File: src/rtl/if_stage.sv
// Instruction fetch stage: owns the PC, fetches words over req/gnt/rvalid, buffers them in a prefetch FIFO.
// Optional macro IF_FLUSH_CNT_EN adds flush_cnt_o, a count of instructions discarded by redirects.
module if_stage #(
    parameter int unsigned              WORD_WIDTH = 32,
    parameter logic [WORD_WIDTH-1:0]    BOOT_ADDR  = 32'h0000_0000,
    parameter int unsigned              FIFO_DEPTH = 2
) (
    input  logic                  clk,
    input  logic                  rst_n,
    output logic                  instr_req_o,
    output logic [WORD_WIDTH-1:0] instr_addr_o,
    input  logic                  instr_gnt_i,
    input  logic                  instr_rvalid_i,
    input  logic [WORD_WIDTH-1:0] instr_rdata_i,
    output logic                  instr_valid_o,
    input  logic                  instr_ready_i,
    output logic [WORD_WIDTH-1:0] instruction_o,
    output logic [WORD_WIDTH-1:0] program_count_o,
    input  logic [WORD_WIDTH-1:0] pc_branch_addr_i,
    input  logic                  pc_branch_ctrl_i
`ifdef IF_FLUSH_CNT_EN
    ,
    output logic [WORD_WIDTH-1:0] flush_cnt_o
`endif
);

    localparam int unsigned PTR_W = $clog2(FIFO_DEPTH);
    localparam int unsigned CNT_W = PTR_W + 1;
    localparam logic [WORD_WIDTH-1:0] NOP_INSTR = WORD_WIDTH'(32'h0000_0013);

    typedef enum logic [1:0] {
        ST_BOOT,
        ST_FETCH,
        ST_WAIT,
        ST_DROP
    } state_t;

    state_t                state_q;
    state_t                state_nxt;
    logic [WORD_WIDTH-1:0] fetch_addr;
    logic [WORD_WIDTH-1:0] req_pc;
    logic [CNT_W-1:0]      count;
    logic [PTR_W-1:0]      rd_ptr;
    logic [PTR_W-1:0]      wr_ptr;
    logic [WORD_WIDTH-1:0] fifo_instr [FIFO_DEPTH];
    logic [WORD_WIDTH-1:0] fifo_pc    [FIFO_DEPTH];
    logic [WORD_WIDTH-1:0] hold_instr;
    logic [WORD_WIDTH-1:0] hold_pc;

    logic redirect;
    logic fifo_full;
    logic fifo_empty;
    logic req;
    logic grant;
    logic push;
    logic pop;

    assign redirect   = pc_branch_ctrl_i;
    assign fifo_full  = (count == CNT_W'(FIFO_DEPTH));
    assign fifo_empty = (count == '0);

    // Next state, request and push decisions; a redirect overrides everything this cycle
    always_comb begin
        state_nxt = state_q;
        req       = 1'b0;
        push      = 1'b0;
        case (state_q)
            ST_BOOT: begin
                state_nxt = ST_FETCH;
            end
            ST_FETCH: begin
                req = !fifo_full && !redirect;
                if (req && instr_gnt_i) begin
                    state_nxt = ST_WAIT;
                end
            end
            ST_WAIT: begin
                if (instr_rvalid_i) begin
                    state_nxt = ST_FETCH;
                    push      = !redirect;
                end else if (redirect) begin
                    state_nxt = ST_DROP;
                end
            end
            ST_DROP: begin
                // A redirect here keeps dropping; the returning word still closes the transaction
                if (instr_rvalid_i) begin
                    state_nxt = ST_FETCH;
                end
            end
            default: begin
                state_nxt = ST_BOOT;
            end
        endcase
    end

    assign grant = req && instr_gnt_i;
    assign pop   = instr_valid_o && instr_ready_i;

    always_ff @(posedge clk or negedge rst_n) begin
        if (!rst_n) begin
            state_q    <= ST_BOOT;
            fetch_addr <= BOOT_ADDR;
            count      <= '0;
            rd_ptr     <= '0;
            wr_ptr     <= '0;
            hold_instr <= NOP_INSTR;
            hold_pc    <= BOOT_ADDR;
        end else begin
            state_q <= state_nxt;
            if (redirect) begin
                fetch_addr <= pc_branch_addr_i & ~WORD_WIDTH'(3);
            end else if (grant) begin
                fetch_addr <= fetch_addr + WORD_WIDTH'(4);
            end
            if (redirect) begin
                count  <= '0;
                rd_ptr <= '0;
                wr_ptr <= '0;
            end else begin
                if (push) begin
                    wr_ptr <= wr_ptr + 1'b1;
                end
                if (pop) begin
                    rd_ptr <= rd_ptr + 1'b1;
                end
                count <= count + CNT_W'(push) - CNT_W'(pop);
            end
            // Remember the head on display so the outputs hold it once the FIFO runs dry
            if (!fifo_empty) begin
                hold_instr <= fifo_instr[rd_ptr];
                hold_pc    <= fifo_pc[rd_ptr];
            end
        end
    end

    always_ff @(posedge clk) begin
        if (grant) begin
            req_pc <= fetch_addr;
        end
        if (push) begin
            fifo_instr[wr_ptr] <= instr_rdata_i;
            fifo_pc[wr_ptr]    <= req_pc;
        end
    end

    assign instr_req_o     = req;
    assign instr_addr_o    = fetch_addr;
    assign instr_valid_o   = !fifo_empty && !redirect;
    assign instruction_o   = fifo_empty ? hold_instr : fifo_instr[rd_ptr];
    assign program_count_o = fifo_empty ? hold_pc    : fifo_pc[rd_ptr];

`ifdef IF_FLUSH_CNT_EN
    logic                  drop_resp;
    logic [WORD_WIDTH-1:0] flush_cnt;

    assign drop_resp = instr_rvalid_i &&
                       ((state_q == ST_DROP) || ((state_q == ST_WAIT) && redirect));

    always_ff @(posedge clk or negedge rst_n) begin
        if (!rst_n) begin
            flush_cnt <= '0;
        end else if (redirect || drop_resp) begin
            flush_cnt <= flush_cnt + (redirect ? WORD_WIDTH'(count) : '0) + WORD_WIDTH'(drop_resp);
        end
    end

    assign flush_cnt_o = flush_cnt;
`endif

endmodule

File: config.mk
export PLATFORM = sky130hd
export DESIGN_NAME = if_stage
export DESIGN_NICKNAME = d
export VERILOG_FILES = /design/src/rtl/if_stage.sv
export SDC_FILE = /design/constraint.sdc
export NUM_CORES = 1
export LEC_CHECK = 0
export CAP_MARGIN = 10
export CORE_ASPECT_RATIO = 0.75
export CORE_MARGIN = 5
export CORE_UTILIZATION = 30
export DETAILED_ROUTE_END_ITERATION = 8
export PLACE_DENSITY_LB_ADDON = 0.15
export SLEW_MARGIN = 20
export SYNTH_ARGS = -nofsm -noshare
export SYNTH_HDL_FRONTEND = slang
export SYNTH_SLANG_ARGS = --single-unit
File: constraint.sdc
create_clock -name clk -period 3.6 [get_ports clk]
set_input_delay 0.9 -clock clk [delete_from_list [all_inputs] [get_ports clk]]
set_output_delay 0.9 -clock clk [all_outputs]
set_load 0.02 [all_outputs]
==> results_dict.tcl <==
set metrics [dict create \
    p_seq_share_pct 43.2 \
    drive_above_1_share_pct 8.86 \
    io_buffers 163 \
    pre_cts_ws_ns 0.556 \
    area_growth_pct 32.4 \
    relSlewSlack_pct 50.9 \
    rrSetupSlack_ns 1.24 \
    antenna_found_initial 0 \
    wl_per_cell_um 17.6 \
    worst_pin_slew_ns 0.733 \
    insertion_delay_ns 0.54 \
    path_max_fanout 8 \
    boundaryPins 168 \
    cts_sinks 254 \
    synth_top_cell_by_area "edfxtp_1" \
    outcome "finished clean" \
    ys_seq_elements 254 \
    fmax_ghz 0.301 \
    power_density_nw_per_um2 686 \
    min_period_over_period_pct 92.3 \
    async_reset_ff_share_pct 39.4 \
    grt_max_degree 83 \
    leakage_uw 0.00465 \
    crit_family "buffers and inverters" \
    tritoncts "yes" \
    crit_arrival_ns 2.42 \
    slowest_delay_ns 0.67 \
    dp_hpwl_um 14900 \
    cp-end-kind "primary output" \
    diodes 0 \
    irDropWorstVdd_uv 343 \
    drt_iter0_drc 392 \
    cts_made_buffers 27 \
    post-synth-top-count-cell "edfxtp_1" \
    synthDistinctLibCells 50 \
    syn_area_um2 9730 \
    totalWireLength_um 23300 \
    p_sw_uw 2670 \
    grtUsageTotal_pct 12.8 \
    finalClockSkew_ns 0.00836 \
    die_y_um 166 \
    grt_pass1_wl_um 36400 \
    startpoint "rd_ptr$_DFFE_PN0P_" \
    crit_slowest_cell "clkdlybuf4s50_1" \
    drc 0 \
    num_rows 57 \
    nNetsFinal 937 \
    core_area_um2 32200 \
    ys.flop_type "edfxtp_1" \
    vias 5892 \
    synth_cells 683 \
    cts_max_level 1 \
    path_buf_inv 3 \
    synth_top_area_share_pct 47.5 \
    rsz0062_at_grt "false" \
    cts.clk_slew.worst_paths_ns 0.06 \
    switching_share_pct 30.3 \
    yosysWarnings 0 \
    setup_viol 0 \
    crit_chain "buf_4 -> buf_12 -> mux2i_1 -> o21ai_0 -> clkdlybuf4s50_1" \
    worstPathRequired_ns 2.70 \
    via_per_inst 4.46 \
    crit_type "register to primary output" \
    worstHoldPathType "input pin to asynchronous set/reset pin" \
    final_util_pct 40.0 \
    hold_violations 0 \
    p_clk_share_pct 29.6 \
    yosysSeqAreaShare_pct 73.3 \
    die_area_um2 36200 \
    start_kind "register" \
    place.gp.congestion 0.769 \
    synth_area_leaders "edfxtp_1 48%, dfrtp_1 25%, mux2i_1 6.7%" \
    clk_path_buf_depth 3 \
    p_int_uw 6160 \
    grt_pass1_vias 6118 \
    drv_cap 0 \
    clock_tree.root_cell "clkbuf_16" \
    ant_nets 0 \
    p_comb_share_pct 27.2 \
    fillers 3066 \
    die_w_um 218 \
    synth_edf_count 154 \
    holdBufCountCts 0 \
    period_needed_ns 3.32 \
    drt_pass1_iterations 4 \
    r2r_start "instr_addr_o[2]$_DFFE_PN0P_" \
    finalWorstSetupSlack_ns 0.275 \
    drv_slew 0 \
    synth_common_cells "154 x edfxtp_1, 98 x nand2_1, 97 x dfrtp_1" \
    grt_overflow_total 0 \
    start_util_pct 30.2 \
    syn_area_per_cell_um2 14.2 \
]
==> power groups by stage <==
stage	clock, uW	combinational [uW]	sequential (uW)
2_1_floorplan	0	1180	3860
5_1_grt	2850	2630	3870
3_3_place_gp	0	2430	3870
3_5_place_dp	0	2430	3880
6_report	2620	2400	3810
4_1_cts	2730	2470	3820
==> flip-flops by register name (all words and copies together) (netlist names) <==
register / count
fifo_instr: 64
fifo_pc: 60
hold_instr: 32
hold_pc: 32
instr_addr_o: 30
req_pc: 30
count: 2
state_q: 2
rd_ptr: 1
wr_ptr: 1
==> metal layers <==
layer | vias up | GRT usage, % | share of wire (%)
met5 | - | 0 | 0
li1 | 2876 | - | -
met4 | 0 | 2.67 | 2.1
met2 | 115 | 20.2 | 46
met1 | 2868 | 18.2 | 48
met3 | 33 | 3.01 | 4.4
==> cells by family (layout without fill, tap and decap cells) <==
family	Yosys count	count (layout)	synth area share, %
AND/OR/NAND/NOR	181	181	8.98
other	1	2	0.0385
adder cells (fa/ha/maj)	7	7	0.900
buffers and inverters	45	241	1.89
flip-flops	254	254	73.3
XOR/XNOR	13	13	1.17
AO/OA/AOI/OAI	116	116	6.93
multiplexers	66	66	6.80
==> path summary, 6_finish.rpt <==
path	to	cells past startpoint
hold reg to reg	fifo_pc[0][9]$_DFFE_PP_	0
max in group asynchronous	rd_ptr$_DFFE_PN0P_	2
setup reg to reg	instr_addr_o[20]$_DFFE_PN0P_	6
setup / recovery	instruction_o[25]	5
hold / removal	hold_pc[19]$_DFF_PN0_	1
min in group clk	fifo_pc[0][9]$_DFFE_PP_	0
==> what timing repair did <==
item	4_1_cts	5_1_grt
gates resized for setup	0	1
buffers inserted	3	0
setup endpoints to repair	4	3
cloned	0	0
==> per-stage QoR <==
| step | area (um^2) | hold slack, ns | instances | TNS (ns) | power (uW) |
|---|---|---|---|---|---|
| global placement | 12000 | 0.423 | 1270 | 0 | 6300 |
| detailed placement | 12000 | 0.429 | 1270 | 0 | 6320 |
| floorplan | 9730 | 0.421 | 684 | -113.60 | 5040 |
| global route | 12900 | 0.431 | 1322 | 0 | 9350 |
| finish | 12900 | 0.391 | 1322 | 0 | 8830 |
| CTS | 12900 | 0.400 | 1322 | 0 | 9020 |
==> placed cells by master (no fill, tap or decap), types with 3 or more instances in the layout <==
| master | n |
|---|---|
| a21oi_1 | 5 |
| a221o_1 | 4 |
| o311ai_0 | 5 |
| and2_1 | 5 |
| ha_1 | 7 |
| clkbuf_8 | 6 |
| nand3_2 | 3 |
| edfxtp_1 | 154 |
| nor3_1 | 5 |
| buf_12 | 9 |
| inv_1 | 11 |
| nor2_1 | 16 |
| nand2_1 | 98 |
| xor2_1 | 10 |
| dfrtp_1 | 96 |
| dfstp_2 | 3 |
| clkinv_2 | 3 |
| xnor2_1 | 3 |
| o211ai_1 | 7 |
| nor2_4 | 3 |
| nor4_1 | 4 |
| a31oi_1 | 5 |
| clkdlybuf4s50_1 | 161 |
| nand4_1 | 13 |
| mux2i_1 | 65 |
| nand3_1 | 13 |
| buf_4 | 8 |
| and3_1 | 4 |
| clkbuf_16 | 27 |
| o21ai_0 | 81 |
| clkbuf_1 | 8 |
| nor2b_1 | 3 |
==> final cells by class <==
cell class                 count  area [um^2]  share of cell area (%)
clock buffer                  41          788                    6.12
clock inverter                 8         48.8                   0.379
tap                          442          553                    4.29
inverter                      12         45.0                   0.350
sequential                   254         7130                    55.4
timing repair buffer         180         1870                    14.5
multi-input combinational    385         2440                    19.0
No activity file was read; power rests on OpenSTA's default activity.
